**config.mk**
```make
export PLATFORM = sky130hd
export DESIGN_NAME = instr_fetch_queue
export DESIGN_NICKNAME = d
export VERILOG_FILES = /design/src/rtl/instr_fetch_queue.sv
export SDC_FILE = /design/constraint.sdc
export NUM_CORES = 1
export LEC_CHECK = 0
export BUFFER_PORTS_ARGS = -buffer_cell sky130_fd_sc_hd__buf_2
export CORE_MARGIN = 2
export CORE_UTILIZATION = 57
export CTS_CLUSTER_SIZE = 10
export DETAILED_ROUTE_END_ITERATION = 8
export PLACE_DENSITY = 0.86
export SLEW_MARGIN = 30
export SYNTH_ARGS = -nofsm -noshare
export SYNTH_HDL_FRONTEND = slang
export SYNTH_SLANG_ARGS = --single-unit
```
**constraint.sdc**
```tcl
create_clock -name clk -period 3.4 [get_ports clk]
set_input_delay 0.68 -clock clk [delete_from_list [all_inputs] [get_ports clk]]
set_output_delay 0.68 -clock clk [all_outputs]
set_load 0.02 [all_outputs]
```
**src/rtl/instr_fetch_queue.sv**
```systemverilog
// Instruction fetch queue: issues one memory read at a time and buffers the
// returned {pc, instruction} pairs in a FIFO, with a registered head stage.
module instr_fetch_queue #(
  parameter int N     = 32,
  parameter int DEPTH = 4
) (
  input  logic         clk,
  input  logic         reset,
  input  logic [N-1:0] pc_in,
  input  logic         pc_valid,
  output logic         pc_ready,
  input  logic         flush,
  output logic         mem_req,
  output logic [N-1:0] mem_addr,
  input  logic         mem_ack,
  input  logic [N-1:0] mem_rdata,
  output logic         instr_valid,
  input  logic         instr_ready,
  output logic [N-1:0] instr_out,
  output logic [N-1:0] instr_pc
);

  localparam int AW = (DEPTH > 1) ? $clog2(DEPTH) : 1;
  localparam int CW = AW + 1;

  typedef enum logic [1:0] {IDLE, WAIT_ACK, DRAIN} state_t;

  state_t         state_q, state_d;
  logic           mem_req_q, mem_req_d;
  logic [N-1:0]   mem_addr_q, mem_addr_d;
  logic           accept, push, pop, head_load;
  logic [CW-1:0]  count_q, count_d;
  logic [CW-1:0]  fifo_cnt_q, fifo_cnt_d;
  logic [AW-1:0]  wr_ptr_q, rd_ptr_q;
  logic [2*N-1:0] mem_q [DEPTH];
  logic           instr_valid_q;
  logic [N-1:0]   instr_out_q, instr_pc_q;

  // count_q covers the head register plus the storage array
  assign pc_ready  = (state_q == IDLE) && !flush && !reset && (count_q < CW'(DEPTH));
  assign accept    = pc_valid && pc_ready;
  assign pop       = instr_valid_q && instr_ready && !flush;
  assign head_load = !flush && (fifo_cnt_q != '0) && (!instr_valid_q || pop);

  always_comb begin
    state_d    = state_q;
    mem_req_d  = mem_req_q;
    mem_addr_d = mem_addr_q;
    push       = 1'b0;
    case (state_q)
      IDLE: begin
        if (accept) begin
          state_d    = WAIT_ACK;
          mem_req_d  = 1'b1;
          mem_addr_d = pc_in;
        end
      end
      WAIT_ACK: begin
        if (mem_ack) begin
          push      = !flush;
          state_d   = IDLE;
          mem_req_d = 1'b0;
        end else if (flush) begin
          state_d = DRAIN;
        end
      end
      DRAIN: begin
        if (mem_ack) begin
          state_d   = IDLE;
          mem_req_d = 1'b0;
        end
      end
      default: begin
        state_d   = IDLE;
        mem_req_d = 1'b0;
      end
    endcase
  end

  always_comb begin
    count_d    = count_q;
    fifo_cnt_d = fifo_cnt_q;
    if (flush) begin
      count_d    = '0;
      fifo_cnt_d = '0;
    end else begin
      count_d    = count_q + CW'(push) - CW'(pop);
      fifo_cnt_d = fifo_cnt_q + CW'(push) - CW'(head_load);
    end
  end

  always_ff @(posedge clk) begin
    if (reset) begin
      state_q       <= IDLE;
      mem_req_q     <= 1'b0;
      mem_addr_q    <= '0;
      count_q       <= '0;
      fifo_cnt_q    <= '0;
      wr_ptr_q      <= '0;
      rd_ptr_q      <= '0;
      instr_valid_q <= 1'b0;
      instr_out_q   <= '0;
      instr_pc_q    <= '0;
    end else begin
      state_q    <= state_d;
      mem_req_q  <= mem_req_d;
      mem_addr_q <= mem_addr_d;
      count_q    <= count_d;
      fifo_cnt_q <= fifo_cnt_d;
      if (flush) begin
        wr_ptr_q      <= '0;
        rd_ptr_q      <= '0;
        instr_valid_q <= 1'b0;
      end else begin
        if (push) begin
          wr_ptr_q <= wr_ptr_q + AW'(1);
        end
        // head data keeps its last value whenever nothing new is loaded
        if (head_load) begin
          rd_ptr_q                  <= rd_ptr_q + AW'(1);
          instr_valid_q             <= 1'b1;
          {instr_pc_q, instr_out_q} <= mem_q[rd_ptr_q];
        end else if (pop) begin
          instr_valid_q <= 1'b0;
        end
      end
    end
  end

  always_ff @(posedge clk) begin
    if (!reset && push) begin
      mem_q[wr_ptr_q] <= {mem_addr_q, mem_rdata};
    end
  end

  assign mem_req     = mem_req_q;
  assign mem_addr    = mem_addr_q;
  assign instr_valid = instr_valid_q;
  assign instr_out   = instr_out_q;
  assign instr_pc    = instr_pc_q;

endmodule
```
==> flow_metrics.py, run 1 <==
metrics = {
    "run_status": {
        "run_status": "finished clean",
    },
    "setup_path": {
        "reg2reg_from": "fifo_cnt_q[1]",
        "required_ns": 3.81,
        "max_stage_delay_ns": 0.59,
        "cp_slowest_cell": "buf_4",
        "reg2reg_depth": 8,
        "r2r-end": "fifo_cnt_q[2]",
        "path_common_cell": "nor2_1",
        "end_kind": "flip-flop",
        "crit_type": "reg2reg",
        "crit_chain": "nor3_1 -> or3_2 -> buf_4 -> nor2_1 -> fa_1 -> xor2_1 -> xnor2_1 -> nor2_1",
        "cp_max_fo": 65,
        "start_kind": "flip-flop",
        "rrSetupSlack_ns": 0.77,
        "cp.arrival_ns": 3.04,
    },
    "sta": {
        "final-setup-viol-count": 0,
        "finalCritPeriodShare_pct": 77.4,
        "slew_viol_final": 0,
        "finClkSkew_ns": 0.0176,
        "fmax_ghz": 0.380,
        "fin_crit_ns": 2.63,
        "relSlewSlack_pct": 47.2,
        "hold_ws_ns": 0.379,
        "worst_pin_slew_ns": 0.792,
        "rsz0062_at_grt": "no",
        "hold_viol": 0,
        "fin_tns_setup_ns": 0,
    },
    "clocking": {
        "cts_tree": "yes",
        "worstSkewPairLatency_ns": 0.52,
        "cts_hold_buf": 0,
        "cts_max_level": 2,
        "clockRootBuffer": "clkbuf_16",
        "cts_made_buffers": 42,
        "cts_setup_buffers": 0,
        "cts.path.max_buffers": 3,
        "postCtsResizedCells": 0,
        "clk_pin_slew_ns": 0.06,
        "cts.sinks": 366,
    },
    "yosys": {
        "synth-edff-count": 256,
        "netlist.area_leader.share_pct": 57.8,
        "ys_seq_area_share_pct": 74.3,
        "synth_top_cell_by_area": "edfxtp_1",
        "synthesis.nets": 928,
        "synthTopCellsByArea": "edfxtp_1 (58%), dfxtp_1 (17%), mux4_2 (11%)",
        "syn_area_um2": 13300,
        "synth_cell_types": 32,
        "synth_seq_cells": 366,
        "synth_ff_type": "edfxtp_1",
        "postSynthCellCount": 845,
        "avgSynthCellArea_um2": 15.7,
        "yosysWarnings": 0,
        "synthArstFlopShare_pct": 0,
    },
    "floorplan": {
        "dieArea_um2": 24600,
        "die_y_um": 157,
        "rows": 55,
        "initial_core_util_pct": 58.4,
        "core_um2": 22800,
        "die_x_um": 157,
        "ioPinCount": 169,
    },
    "cells_and_area": {
        "nets": 1106,
        "drive_above_1_share_pct": 28.7,
        "antenna_cells": 0,
        "area_growth_pct": 18.9,
        "layout.cells.non_filler": 1370,
        "fin_util_pct": 69.5,
    },
    "route": {
        "via_per_inst": 5.47,
        "drc": 0,
        "drt_iter0_drc": 508,
        "route.vias.total": 7493,
        "wl_per_cell_um": 19.2,
        "antenna_violating_nets_post_route": 0,
        "totalWireLength_um": 26200,
        "first_pass_iters": 5,
    },
    "pwr": {
        "p_leak_nw": 5.49,
        "p_per_area_nw_per_um2": 588,
        "vdd_drop_max_v": 0.000513,
    },
    "place": {
        "gp_congestion": 0.743,
        "dp.cells": 1291,
        "io_buffers": 168,
        "dpl.hpwl_um": 15100,
    },
    "grt": {
        "gr-total-overflow": 0,
        "antenna_found_initial": 0,
        "grt_pass1_vias": 7562,
        "gr-usage-all-layers_pct": 21.8,
        "grt_max_degree": 101,
        "grt_pass1_wl_um": 40900,
    },
    "job": {
        "max_cap_viol_count": 0,
    },
    "hold_path": {
        "hold_class": "in2reg",
        "hold_path_end": "mem_q[0][5]",
        "min_from": "mem_rdata[5]",
        "worstHoldPathCells": 1,
    },
}
layer usage:
metal / global-route usage, % / wire length, µm / vias to the layer above
met4: 5.02 / 305 / 0
met1: 29.2 / 10900 / 3696
met2: 37.3 / 13200 / 295
li1: - / - / 3472
met5: 0 / 0 / -
met3: 4.43 / 1900 / 30
critical path: cells and delay by family, from the launching register on:
kind                     cells  cell delay (ns)
flip-flops                   1             0.35
adder cells (fa/ha/maj)      1             0.46
XOR/XNOR                     2             0.34
buffers and inverters        1             0.59
AND/OR/NAND/NOR              4             0.77
cell type report:
class	count	area, µm²
tap	313	392
timing repair buffer	182	1040
fill	1480	6950
sequential	366	9900
multi-input combinational	421	3190
clock buffer	78	1270
inverter	10	37.5
worst max path at each step:
stage	startpoint	end	slack [ns]
global placement	instr_ready	fifo_cnt_q[2]	0.65
CTS	fifo_cnt_q[1]	fifo_cnt_q[2]	0.77
finish	fifo_cnt_q[1]	fifo_cnt_q[2]	0.77
floorplan	flush	mem_q[0][0]	0.32
global route	fifo_cnt_q[1]	fifo_cnt_q[2]	0.59
detailed placement	instr_ready	fifo_cnt_q[2]	0.56
per-stage QoR:
step	worst slack, ns	cell area [µm²]	power, mW
3_5_place_dp	0.564	14500	5.29
5_1_grt	0.588	15800	9.60
3_3_place_gp	0.650	14500	5.27
2_1_floorplan	0.321	13300	5.14
6_report	0.767	15800	9.31
4_1_cts	0.773	15800	9.39
kinds of logic after synthesis:
kind of cell               share of synthesized area [%]
xor gates and xnor gates                           0.395
DFF                                                 74.3
adders and majority gates                           1.34
and+or+nand+nor                                     6.84
muxes                                               10.9
buffers and inverters                               1.97
AOI/OAI and AO/OA                                   4.23
state kept, by name, indices dropped and copies added, names as in the netlist:
signal and cells:
mem_q 256, instr_out 32, instr_pc 32, mem_addr 32, count_q 3, fifo_cnt_q 3, rd_ptr_q 2, state_q 2
wr_ptr_q 2, instr_valid 1, mem_req 1
cells in the final DEF, fill, tap and decap left out, types with 7 or more instances in the layout:
cell,n
dfxtp_1,108
a21oi_1,101
edfxtp_1,256
nor2_1,12
ha_1,11
buf_4,7
inv_1,10
nand2_1,195
buf_2,167
buf_12,7
clkbuf_1,32
clkbuf_16,46
mux4_2,64
synthesized netlist by cell type, types with 2 or more instances:
cell type and n:
inv_1 10, nand2b_1 3, nand2_1 195, xor2_1 2, edfxtp_1 256, o21ai_0 5
nor3_1 2, fa_1 2, a21oi_1 101, ha_1 11, nor2b_1 2, and3_1 4
mux4_2 64, buf_4 5, dfxtp_1 110, and2_1 2, buf_1 3, xnor2_1 4
or3b_1 2, nor2_1 12, clkbuf_1 19, buf_2 21
power breakdown:
group | switching [mW] | internal (mW) | total, mW | leakage, nW
Clock | 1.61 | 2.50 | 4.11 | 0.605
Combinational | 0.217 | 0.125 | 0.342 | 1.69
Sequential | 0.0430 | 4.81 | 4.86 | 3.20
Note: power is estimated with default switching activity, not from simulation.
==> run 2: changes to the inputs <==
--- a/config.mk
+++ b/config.mk
@@ -7,10 +7,10 @@
 export LEC_CHECK = 0
 export BUFFER_PORTS_ARGS = -buffer_cell sky130_fd_sc_hd__buf_2
 export CORE_MARGIN = 2
-export CORE_UTILIZATION = 57
+export CORE_UTILIZATION = 52
 export CTS_CLUSTER_SIZE = 10
 export DETAILED_ROUTE_END_ITERATION = 8
-export PLACE_DENSITY = 0.86
+export PLACE_DENSITY = 0.83
 export SLEW_MARGIN = 30
 export SYNTH_ARGS = -nofsm -noshare
 export SYNTH_HDL_FRONTEND = slang
==> constraint.sdc (replaced) <==
create_clock -name clk -period 2.4 [get_ports clk]
set_input_delay 0.48 -clock clk [delete_from_list [all_inputs] [get_ports clk]]
set_output_delay 0.48 -clock clk [all_outputs]
set_load 0.02 [all_outputs]
==> run 2 against run 1 <==
Compared with the run above: clock-buffer cell count unchanged; largest power group unchanged; non-clock buffer count up 8; largest cell class unchanged; critical path depth is 4 lower; critical endpoint is now pc_ready; core utilization is 6.0 points lower.
==> flow_metrics.py, run 2 (same netlist as run 1, synthesis figures left out) <==
metrics = {
    "cells_and_area": {
        "mostFrequentLayoutCell": "edfxtp_1",
        "drive_above_1_share_pct": 29.5,
        "regMostFlops": "mem_q",
        "largest_register_ffs": 256,
        "antenna_cells": 0,
        "fin_area_um2": 16000,
        "area_growth_pct": 20.1,
        "final_cell_mix": "edfxtp_1 (256), nand2_1 (195), buf_2 (167)",
        "nets": 1114,
    },
    "hold_path": {
        "hold_class": "in2reg",
        "worstHoldPathCells": 1,
        "min_from": "mem_rdata[1]",
        "hold_path_end": "mem_q[2][1]",
    },
    "route": {
        "antenna_violating_nets_post_route": 0,
        "drt_iter0_drc": 524,
        "totalWireLength_um": 26500,
        "via_per_inst": 5.42,
        "wl_per_cell_um": 19.0,
        "drc": 0,
        "route.vias.total": 7556,
        "first_pass_iters": 5,
    },
    "sta": {
        "fmax_ghz": 0.443,
        "finalCritPeriodShare_pct": 94.1,
        "final-setup-viol-count": 0,
        "fin_tns_setup_ns": 0,
        "finClkSkew_ns": 0.0148,
        "rsz0062_at_grt": "no",
        "worst_pin_slew_ns": 0.811,
        "slew_viol_final": 0,
        "relSlewSlack_pct": 45.9,
        "fin_crit_ns": 2.26,
        "hold_viol": 0,
        "hold_ws_ns": 0.184,
    },
    "floorplan": {
        "die_x_um": 164,
        "die_y_um": 164,
        "rows": 58,
        "core_um2": 25200,
        "dieArea_um2": 26900,
        "ioPinCount": 169,
        "initial_core_util_pct": 52.8,
    },
    "setup_path": {
        "cp_max_fo": 4,
        "end_kind": "output pin",
        "rrSetupSlack_ns": 0.19,
        "cp.arrival_ns": 1.78,
        "reg2reg_depth": 10,
        "start_kind": "flip-flop",
        "reg2reg_from": "state_q[1]",
        "r2r-end": "count_q[2]",
        "crit_type": "reg2out",
        "required_ns": 1.92,
    },
    "clocking": {
        "cts.path.max_buffers": 3,
        "clk_pin_slew_ns": 0.05,
        "clockRootBuffer": "clkbuf_16",
        "worstSkewPairLatency_ns": 0.52,
        "cts.sinks": 366,
        "cts_tree": "yes",
        "cts_made_buffers": 42,
        "cts_max_level": 2,
        "postCtsResizedCells": 0,
        "cts_setup_buffers": 0,
        "cts_hold_buf": 0,
    },
    "grt": {
        "gr-usage-all-layers_pct": 20.0,
        "gr-total-overflow": 0,
        "grt_max_degree": 68,
        "grt_pass1_vias": 7617,
        "grt_pass1_wl_um": 41100,
        "antenna_found_initial": 0,
    },
    "pwr": {
        "vdd_drop_max_v": 0.000537,
        "p_per_area_nw_per_um2": 822,
        "p_leak_nw": 5.54,
    },
    "place": {
        "place_area_um2": 14700,
        "gp_congestion": 0.765,
        "dpl.hpwl_um": 15700,
        "io_buffers": 168,
    },
    "job": {
        "max_cap_viol_count": 0,
    },
    "run_status": {
        "run_status": "finished clean",
    },
}
-- run 2: critical path: stages (launching register included) --
cell	delay [ns]
dfxtp_1	0.31
inv_1	0.12
ha_1	0.21
nor4b_1	0.39
buf_2	0.25
-- run 2: power breakdown --
group | leakage (nW) | switching [mW] | internal (mW)
clock | 0.600 | 2.25 | 3.50
combinational | 1.75 | 0.312 | 0.190
sequential | 3.20 | 0.0616 | 6.82
total | 5.54 | 2.63 | 10.5
-- run 2: how the worst max path moves through the flow --
stage	startpoint	to	slack (ns)	cells past startpoint
floorplan	flush	fifo_cnt_q[2]	0.002	11
global placement	flush	fifo_cnt_q[2]	0.22	9
detailed placement	flush	fifo_cnt_q[2]	0.20	9
CTS	state_q[1]	pc_ready	0.14	4
global route	state_q[1]	fifo_cnt_q[2]	0.02	10
finish	state_q[1]	pc_ready	0.14	4
-- run 2: metal layers --
layer | vias up | GRT usage, % | wire, µm
met4 | 0 | 5.82 | 601
met5 | - | 0 | 0
met3 | 56 | 4.27 | 1880
met1 | 3743 | 25.3 | 10600
met2 | 267 | 34.9 | 13400
li1 | 3490 | - | -
-- run 2: final cells by class --
type,count,area [µm²]
timing repair buffer,190,1170
tap,330,413
clock buffer,78,1260
sequential,366,9900
inverter,10,37.5
multi-input combinational,421,3200
fill,1756,9200
-- run 2: stage by stage --
| step | power [mW] | util (%) | setup slack (ns) | instances |
|---|---|---|---|---|
| 2_1_floorplan | 7.28 | - | 0.00229 | 845 |
| 3_3_place_gp | 7.49 | 58.5 | 0.222 | 1317 |
| 3_5_place_dp | 7.51 | 58.5 | 0.198 | 1317 |
| 4_1_cts | 13.3 | 63.5 | 0.143 | 1395 |
| 5_1_grt | 13.6 | 63.5 | 0.0187 | 1395 |
| 6_report | 13.1 | 63.5 | 0.141 | 1395 |
==> run 3: changes to the inputs <==
--- a/config.mk
+++ b/config.mk
@@ -11,6 +11,7 @@
 export CTS_CLUSTER_SIZE = 10
 export DETAILED_ROUTE_END_ITERATION = 8
 export PLACE_DENSITY = 0.83
+export RECOVER_POWER = 100
 export SLEW_MARGIN = 30
 export SYNTH_ARGS = -nofsm -noshare
 export SYNTH_HDL_FRONTEND = slang
==> run 3 against run 2 <==
Compared with the run above: clock power barely moved; critical path depth did not move; cell count did not move; core utilization fell by 1.3 points; first-iteration DRC count fell by 1.1%; global-route usage did not move; die area did not move; critical path type unchanged.
==> flow_metrics.py, run 3 (same netlist as run 1, synthesis figures left out) <==
metrics = {
    "run_status": {
        "run_status": "finished clean",
    },
    "cells_and_area": {
        "layout.cells.non_filler": 1395,
        "final_cell_mix": "edfxtp_1 (256), nand2_1 (195), clkbuf_1 (164)",
        "nets": 1114,
        "regMostFlops": "mem_q",
        "mostFrequentLayoutCell": "edfxtp_1",
        "antenna_cells": 0,
        "largest_register_ffs": 256,
        "drive_above_1_share_pct": 16.3,
        "area_growth_pct": 17.6,
    },
    "route": {
        "antenna_violating_nets_post_route": 0,
        "first_pass_iters": 4,
        "drc": 0,
        "via_per_inst": 5.41,
        "wl_per_cell_um": 19.0,
        "route.vias.total": 7551,
        "totalWireLength_um": 26600,
        "drt_iter0_drc": 518,
    },
    "clocking": {
        "postCtsResizedCells": 0,
        "cts_setup_buffers": 0,
        "cts.path.max_buffers": 3,
        "worstSkewPairLatency_ns": 0.51,
        "cts.sinks": 366,
        "cts_made_buffers": 42,
        "cts_hold_buf": 0,
        "clk_pin_slew_ns": 0.05,
        "cts_max_level": 2,
        "cts_tree": "yes",
        "clockRootBuffer": "clkbuf_16",
    },
    "floorplan": {
        "ioPinCount": 169,
        "initial_core_util_pct": 52.8,
        "core_um2": 25200,
        "die_y_um": 164,
        "die_x_um": 164,
        "dieArea_um2": 26900,
        "rows": 58,
    },
    "place": {
        "io_buffers": 168,
        "dpl.hpwl_um": 15700,
        "gp_congestion": 0.765,
        "dp.cells": 1317,
        "pre_cts_slack_ns": 0.198,
    },
    "setup_path": {
        "start_kind": "flip-flop",
        "cp_max_fo": 4,
        "end_kind": "output pin",
        "max_stage_delay_ns": 0.40,
        "cp.arrival_ns": 1.79,
        "crit_chain": "inv_1 -> ha_1 -> nor4b_1 -> clkbuf_2",
        "cp_slowest_cell": "nor4b_1",
        "crit_type": "reg2out",
        "required_ns": 1.92,
    },
    "grt": {
        "gr-usage-all-layers_pct": 20.0,
        "antenna_found_initial": 0,
        "grt_pass1_vias": 7617,
        "grt_max_degree": 68,
        "grt_pass1_wl_um": 41100,
        "gr-total-overflow": 0,
    },
    "sta": {
        "finalCritPeriodShare_pct": 94.7,
        "hold_viol": 0,
        "rsz0062_at_grt": "no",
        "slew_viol_final": 0,
        "finClkSkew_ns": 0.0137,
        "worst_pin_slew_ns": 1.04,
        "final-setup-viol-count": 0,
        "fmax_ghz": 0.440,
        "relSlewSlack_pct": 30.3,
        "fin_tns_setup_ns": 0,
        "fin_crit_ns": 2.27,
        "finalWorstSetupSlack_ns": 0.126,
    },
    "pwr": {
        "power_mw": 13.1,
        "p_per_area_nw_per_um2": 838,
        "p_leak_nw": 5.00,
        "vdd_drop_max_v": 0.000536,
    },
    "hold_path": {
        "hold_class": "in2reg",
    },
    "job": {
        "max_cap_viol_count": 0,
    },
}
[run 3: cell count changes in the layout (fill, tap and decap cells not counted), moves of 2 or more]
| cell | before | now |
|---|---|---|
| buf_4 | 10 | 7 |
| clkbuf_1 | 32 | 164 |
| and3_4 | 4 | 0 |
| and2_0 | 1 | 3 |
| buf_12 | 13 | 4 |
| buf_2 | 167 | 36 |
| clkbuf_4 | 0 | 10 |
| and3_1 | 0 | 4 |
| and2_1 | 2 | 0 |
| nor3_1 | 1 | 3 |
[run 3: metal layers]
metal	part of all wire, %	global-route usage [%]
met5	0	0
met4	2.1	5.82
met3	7.4	4.27
met2	51	34.9
met1	40	25.3
[run 3: through the flow]
stage / utilization, % / hold slack [ns] / area, µm²
after global routing: 62.2 / 0.194 / 15700
after detailed placement: 58.5 / 0.443 / 14700
after CTS: 63.5 / 0.161 / 16000
after global placement: 58.5 / 0.439 / 14700
after floorplan: - / 0.471 / 13300
final: 62.2 / 0.205 / 15700
[run 3: worst paths after layout]
check,startpoint,to,slack [ns],cells past startpoint
setup reg to reg,state_q[1],count_q[2],0.20,10
hold reg to reg,instr_out[4],instr_out[4],0.45,2
hold / removal,pc_in[21],mem_addr[21],0.20,3
setup / recovery,state_q[1],pc_ready,0.13,4
[run 3: worst max-delay path: cells and delay by family (launching register included)]
| family | cells | cell delay [ns] |
|---|---|---|
| flops | 1 | 0.31 |
| simple gates | 1 | 0.40 |
| fa+ha+maj | 1 | 0.21 |
| buf+inv | 2 | 0.36 |
[run 3: layout make-up]
type,count,area [µm²]
clock buffers,78,1260
flip-flops and latches,366,9900
multi-input cells,421,3160
fillers,1855,9530
well taps,330,413
repair buffers,190,888
inverters,10,37.5
[run 3: report_power, final]
group	internal (mW)	switching [mW]
Combinational	0.161	0.308
Clock	3.50	2.25
Sequential	6.82	0.0629
